**config.mk**
```make
export PLATFORM = sky130hd
export DESIGN_NAME = start_token_reader
export DESIGN_NICKNAME = d
export VERILOG_FILES = /design/src/rtl/start_token_reader.sv
export SDC_FILE = /design/constraint.sdc
export NUM_CORES = 1
export LEC_CHECK = 0
export CORE_AREA = 8 8 45 47
export DETAILED_ROUTE_END_ITERATION = 7
export DIE_AREA = 0 0 53 55
export MAX_ROUTING_LAYER = met4
export PLACE_DENSITY_LB_ADDON = 0.08
export SYNTH_ARGS = -nofsm -noshare
export SYNTH_HDL_FRONTEND = slang
export SYNTH_SLANG_ARGS = --single-unit
```
**constraint.sdc**
```tcl
create_clock -name clk -period 3.74 [get_ports clk]
set_input_delay 0.374 -clock clk [delete_from_list [all_inputs] [get_ports clk]]
set_output_delay 0.374 -clock clk [all_outputs]
set_load 0.05 [all_outputs]
```
**src/rtl/start_token_reader.sv**
```systemverilog
// Consumer endpoint of an HLS start-token FIFO: pops tokens, drives the ap_start/ap_ready handshake, bounds in-flight PE runs.
// Optional stats counters are built when START_TOKEN_READER_STATS_EN is defined.
module start_token_reader #(
  parameter int DATA_WIDTH   = 1,
  parameter int MAX_INFLIGHT = 2,
  parameter int CNT_WIDTH    = 2
) (
  input  logic                  clk,
  input  logic                  reset,
  input  logic                  tok_empty_n,
  input  logic [DATA_WIDTH-1:0] tok_dout,
  output logic                  tok_read,
  output logic                  ap_start,
  input  logic                  ap_ready,
  input  logic                  ap_done,
  output logic [DATA_WIDTH-1:0] start_data,
  output logic [CNT_WIDTH-1:0]  inflight,
`ifdef START_TOKEN_READER_STATS_EN
  output logic [31:0]           stat_tokens,
  output logic [31:0]           stat_stall,
`endif
  output logic                  err_sticky
);

  typedef enum logic {IDLE, ISSUE} state_t;

  localparam logic [CNT_WIDTH:0] MAX_W = (CNT_WIDTH+1)'(MAX_INFLIGHT);

  state_t                 state_reg, state_next;
  logic [DATA_WIDTH-1:0]  data_reg;
  logic [CNT_WIDTH-1:0]   inflight_reg;
  logic                   err_reg;
  logic                   hold_reg;

  logic                   room;
  logic                   hs;
  logic                   done_eff;
  logic [CNT_WIDTH:0]     post_cnt;
  logic                   free;

  always_comb begin
    state_next = state_reg;
    ap_start   = (state_reg == ISSUE);
    // A full counter only accepts a handshake when a done frees a slot this cycle.
    room       = ({1'b0, inflight_reg} < MAX_W) | ap_done;
    hs         = ap_start & ap_ready & room;
    done_eff   = ap_done & ((inflight_reg != '0) | hs);
    post_cnt   = {1'b0, inflight_reg} + {{CNT_WIDTH{1'b0}}, hs} - {{CNT_WIDTH{1'b0}}, done_eff};
    free       = post_cnt < MAX_W;
    // hold_reg blocks the first pop after reset release.
    tok_read   = tok_empty_n & free & ((state_reg == IDLE) | hs) & ~hold_reg;
    case (state_reg)
      IDLE:    if (tok_read) state_next = ISSUE;
      ISSUE:   if (hs && !tok_read) state_next = IDLE;
      default: state_next = IDLE;
    endcase
  end

  always_ff @(posedge clk or posedge reset) begin
    if (reset) begin
      state_reg    <= IDLE;
      data_reg     <= '0;
      inflight_reg <= '0;
      err_reg      <= 1'b0;
      hold_reg     <= 1'b1;
    end else begin
      state_reg    <= state_next;
      hold_reg     <= 1'b0;
      inflight_reg <= post_cnt[CNT_WIDTH-1:0];
      if (tok_read)
        data_reg <= tok_dout;
      if (ap_done && inflight_reg == '0 && !hs)
        err_reg <= 1'b1;
    end
  end

  assign start_data = data_reg;
  assign inflight   = inflight_reg;
  assign err_sticky = err_reg;

`ifdef START_TOKEN_READER_STATS_EN
  logic [31:0] tokens_reg;
  logic [31:0] stall_reg;

  always_ff @(posedge clk or posedge reset) begin
    if (reset) begin
      tokens_reg <= '0;
      stall_reg  <= '0;
    end else begin
      if (tok_read && tokens_reg != 32'hFFFF_FFFF)
        tokens_reg <= tokens_reg + 32'd1;
      if (tok_empty_n && !free && stall_reg != 32'hFFFF_FFFF)
        stall_reg <= stall_reg + 32'd1;
    end
  end

  assign stat_tokens = tokens_reg;
  assign stat_stall  = stall_reg;
`endif

endmodule

```
# After elaboration in Yosys (flattened, before gate mapping)
# Index checks and enable logic that the tools add are counted.
[totals] wordCells=30 inputBits=6 ff_bits=6
[op_classes] n_addsub=2 n_mux=3 magnitude_cmp=2 bitwise_logic=11 n_reduce_logical=7
[ops] operator="bitwise AND 1 bit" count=6
[ops] operator="adder 2 x 1 -> 3 bit" count=1
[ops] operator="logical AND 1 bit" count=3
[ops] operator="less-than comparator 3 x 2 -> 1 bit (second input constant)" count=1
[ops] operator="OR 1 bit" count=3
[ops] operator="subtractor 3 x 1 -> 3 bit" count=1
[ops] operator="logical NOT 1 bit" count=2
[ops] operator="logical NOT 2 bit" count=1
[ops] operator="less-than comparator 2 bit (second input constant)" count=1
[ops] operator="2-to-1 mux 1 bit" count=2
[ops] operator="inverter 1 bit" count=2
[ops] operator="case mux 1 bit (2 select lines)" count=1
[ops] operator="nonzero test 2 bit" count=1

# Depth between registers and ports, before layout
[logic_depth] word_depth=14 ltp_mapped=10

# Worst setup path after synthesis
# Ideal clock, no wire load.
[synth_timing] kind="reg2reg" start="register state_reg (netlist: ap_start)" end="register data_reg (netlist: start_data)" setup_slack_ns=0.622 setup_ns=0.127 stages_incl_launch_ff=11 arrival_ns=2.991 required_ns=3.613 synth_period_minus_slack_ns=3.118 path_cell_list="dfrtp_1 > a211oi_1 > nor2b_1 > ha_1 > inv_1 > ha_1 > fa_1 > nor2_1 > nand3_1 > a21oi_2 > mux2_1"
[synth_between] elab_chain_cells=9
[synth_rtl] item="start, declared" line_no="29" rtl="state_t state_reg, state_next;"
[synth_rtl] item="start signal, assigned" line_no="67" rtl="state_reg <= state_next;"
[synth_rtl] item="bitwise AND 1 bit * (2 in series)" line_no="46" rtl="hs = ap_start & ap_ready & room;"
[synth_rtl] item="parallel branches: the longest is 2 deep, another holds adder 2 x 1 -> 3 bit"
[synth_rtl] item="subtractor 3 x 1 -> 3 bit *" line_no="48" rtl="post_cnt = {1'b0, inflight_reg} + {{CNT_WIDTH{1'b0}}, hs} - {{CNT_WIDTH{1'b0}}, done_eff};"
[synth_rtl] item="net post_cnt[1]" line_no="38" rtl="logic [CNT_WIDTH:0] post_cnt;"
[synth_rtl] item="less-than comparator 3 x 2 -> 1 bit *" line_no="49" rtl="free = post_cnt < MAX_W;"
[synth_rtl] item="bitwise AND 1 bit * (3 in series)" line_no="51" rtl="tok_read = tok_empty_n & free & ((state_reg == IDLE) | hs) & ~hold_reg;"
[synth_rtl] item="net tok_read" line_no="12" rtl="output logic tok_read,"
[synth_rtl] item="end signal, assigned" line_no="71" rtl="data_reg <= tok_dout;"
[synth_rtl] item="end, declared" line_no="30" rtl="logic [DATA_WIDTH-1:0] data_reg;"
# Mark *: on every way through the listed nets, which the timed path passes.
# A chain may end at the register's enable or synchronous reset.

# Worst setup path after layout
[layout_timing] start="input ap_ready" end="output tok_read"
[layout_between] elab_chain_cells=9
[layout_rtl] item="start, declared" line_no="14" rtl="input logic ap_ready,"
[layout_rtl] item="bitwise AND 1 bit * (2 in series)" line_no="46"
[layout_rtl] item="parallel branches: the longest is 2 deep, another holds adder 2 x 1 -> 3 bit"
[layout_rtl] item="subtractor 3 x 1 -> 3 bit *" line_no="48"
[layout_rtl] item="net post_cnt[1]" line_no="38"
[layout_rtl] item="less-than comparator 3 x 2 -> 1 bit *" line_no="49"
[layout_rtl] item="bitwise AND 1 bit * (3 in series)" line_no="51"
[layout_rtl] item="end, declared" line_no="12"
# Marks and branches as above.

==> results.py <==
metrics = {
    "route": {
        "drcViolationCount": 0,
        "dr.pass1.iters": 4,
        "drt_iter0_markers": 1,
        "drtAntennaViolNets": 0,
        "wire_per_inst_um": 11.2,
        "vias": 231,
        "drt_wl_total_um": 647,
        "via_per_inst": 3.98,
    },
    "timing": {
        "slew_viol_final": 0,
        "fin_crit_sh_pct": 85.7,
        "fin_tns_setup_ns": 0,
        "worst_pin_slew_ns": 0.500,
        "setup_viol_count_final": 0,
        "setup_slack_ns": 0.535,
        "finalClockSkew_ns": 0.000925,
        "rsz0062_at_grt": "no",
        "hold_ws_ns": 0.342,
        "hold_viol": 0,
        "slew_headroom_pct": 66.6,
        "period_needed_ns": 3.21,
        "fmax_mhz": 312,
    },
    "floorplan": {
        "io_pins": 12,
        "start_util_pct": 21.4,
        "dieHeight_um": 55,
        "rows": 14,
        "dieArea_um2": 2920,
        "core-area_um2": 1380,
        "die_w_um": 53,
    },
    "final_layout": {
        "finalNetCount": 52,
        "area_growth_pct": 56.1,
        "final_cell_mix": "10 x clkdlybuf4s50_1, 5 x dfrtp_1, 4 x inv_1",
        "instances_no_fill": 58,
        "final_common_cell": "clkdlybuf4s50_1",
        "antennaDiodeCount": 0,
        "utilization_pct": 33.5,
        "layout-drive-gt1-share_pct": 14.3,
        "largest_reg_flops": 2,
    },
    "power": {
        "peakVddDrop_v": 0.000285,
        "p_leak_nw": 0.211,
        "power_per_cell_area_nw_per_um2": 863,
        "switching_share_pct": 46.1,
        "power.internal_w": 0.000215,
        "pwr-share-clk_pct": 16.1,
        "p_seq_share_pct": 26.8,
        "power_frac_comb_pct": 57.1,
        "power.switching_w": 0.000184,
    },
    "global_routing": {
        "grt_pass1_wl_um": 1080,
        "busiest_layer": "met2",
        "grt_pass1_vias": 254,
        "track_usage_pct": 5.55,
        "grt_util_met1_pct": 5.40,
        "grt_overflow": 0,
        "met3_usage_pct": 2.41,
        "grt_max_degree": 7,
        "antenna_found_initial": 0,
        "use_met2_pct": 8.20,
    },
    "synthesis": {
        "yosys_warnings": 0,
        "ys_types": 16,
        "post_synth_inst_count": 27,
        "synthesis.area_um2": 297,
        "seq_area_frac_synth_pct": 51.1,
        "syn_avg_cell_area_um2": 11.0,
        "synth-seq-cells": 6,
        "synth_nets": 36,
    },
    "place": {
        "hpwl_um": 564,
        "dpl_worst_slack_ns": 0.510,
        "gp_congestion": 0.689,
        "portBuffers": 11,
        "dpl.cell_count": 54,
    },
    "outcome": {
        "status": "completed",
    },
    "setup_path": {
        "critPathMaxFanout": 3,
        "arrival_ns": 2.83,
        "cp-end-kind": "output port",
        "critical_path_class": "in -> out",
        "cp_data_required_time_ns": 3.37,
        "start_kind": "input pin",
    },
    "cts": {
        "clkLatencyLatePin_ns": 0.24,
        "clockBufferDepth": 2,
        "cts_num_sinks": 6,
        "clk_root_buffer_cell": "clkbuf_4",
        "post_cts_buffers": 0,
        "ctsResizeCount": 0,
        "h-tree-depth": 1,
        "tritoncts": "built",
        "clk_pin_slew_worst_paths_ns": 0.05,
        "cts_made_buffers": 3,
        "cts_hold_buf": 0,
    },
    "run": {
        "maxCapViolCount": 0,
    },
    "worst_hold_path": {
        "hp-class": "in -> async",
    },
}
==> per-stage QoR <==
step                      power, W  instance area [um^2]
after floorplan           0.000255                   297
after global placement    0.000338                   437
after detailed placement  0.000344                   437
after CTS                 0.000411                   463
after global routing      0.000431                   463
final                     0.000400                   463
==> worst paths after layout <==
path | start | end | slack [ns] | cells after the start
setup / recovery | ap_ready | tok_read | 0.53 | 11
hold / removal | reset | err_sticky | 0.34 | 2
setup reg to reg | ap_start | start_data | 0.99 | 10
hold reg to reg | err_sticky | err_sticky | 0.46 | 1
max in group asynchronous | reset | hold_reg | 3.15 | 2
min in group clk | err_sticky | err_sticky | 0.46 | 1
==> synthesized netlist by cell type (all sizes together) <==
cell / count / share of area [%]
fa: 1 / 6.8
mux2: 1 / 3.8
conb: 1 / 1.3
nor2b: 1 / 2.1
nor2: 1 / 1.3
inv: 4 / 5.1
a21oi: 1 / 3.0
dfrtp: 5 / 42
a21o: 1 / 2.5
nand3: 2 / 3.4
ha: 2 / 8.4
dfstp: 1 / 8.9
nand2b: 1 / 2.1
nand2: 3 / 3.8
a211oi: 1 / 2.5
xor2: 1 / 3.0
==> layout make-up <==
type | count | area [um^2]
flip-flops and latches | 6 | 151
fillers | 149 | 921
inverters | 4 | 15.0
multi-input cells | 17 | 130
well taps | 16 | 20.0
clock buffers | 4 | 26.3
repair buffers | 11 | 120
==> worst max-delay path, cell delays in order <==
cell and delay (ns):
clkdlybuf4s50_1 0.45, a211oi_1 0.29, nor2b_1 0.09, ha_1 0.28, inv_1 0.04, ha_1 0.18, fa_1 0.47, nor2_1 0.14
nand3_1 0.12, a21oi_2 0.21, buf_12 0.17
==> cells by family (layout without fill, tap and decap cells) <==
family	count (synthesis)	in the layout	synth area share, %
xor gates and xnor gates	1	1	2.95
buffers and inverters	4	19	5.06
AOI/OAI and AO/OA	3	3	8.02
DFF	6	6	51.1
adders and majority gates	3	3	15.2
muxes	1	1	3.80
and+or+nand+nor	8	8	12.7
other	1	1	1.26
==> power by group through the flow <==
| stage | sequential [W] | clock (W) | combinational, W |
|---|---|---|---|
| final | 0.000107 | 0.0000644 | 0.000228 |
| after global routing | 0.000110 | 0.0000739 | 0.000247 |
| after CTS | 0.000108 | 0.0000678 | 0.000235 |
| after detailed placement | 0.000109 | 0 | 0.000235 |
| after global placement | 0.000108 | 0 | 0.000230 |
| after floorplan | 0.000175 | 0 | 0.0000798 |
==> metal layers <==
layer / wire (um) / up-vias
met5: 0 / -
li1: - / 115
met2: 361 / 5
met1: 255 / 111
met3: 30 / 0
met4: 0 / 0
(Power assumes the default switching activity.)
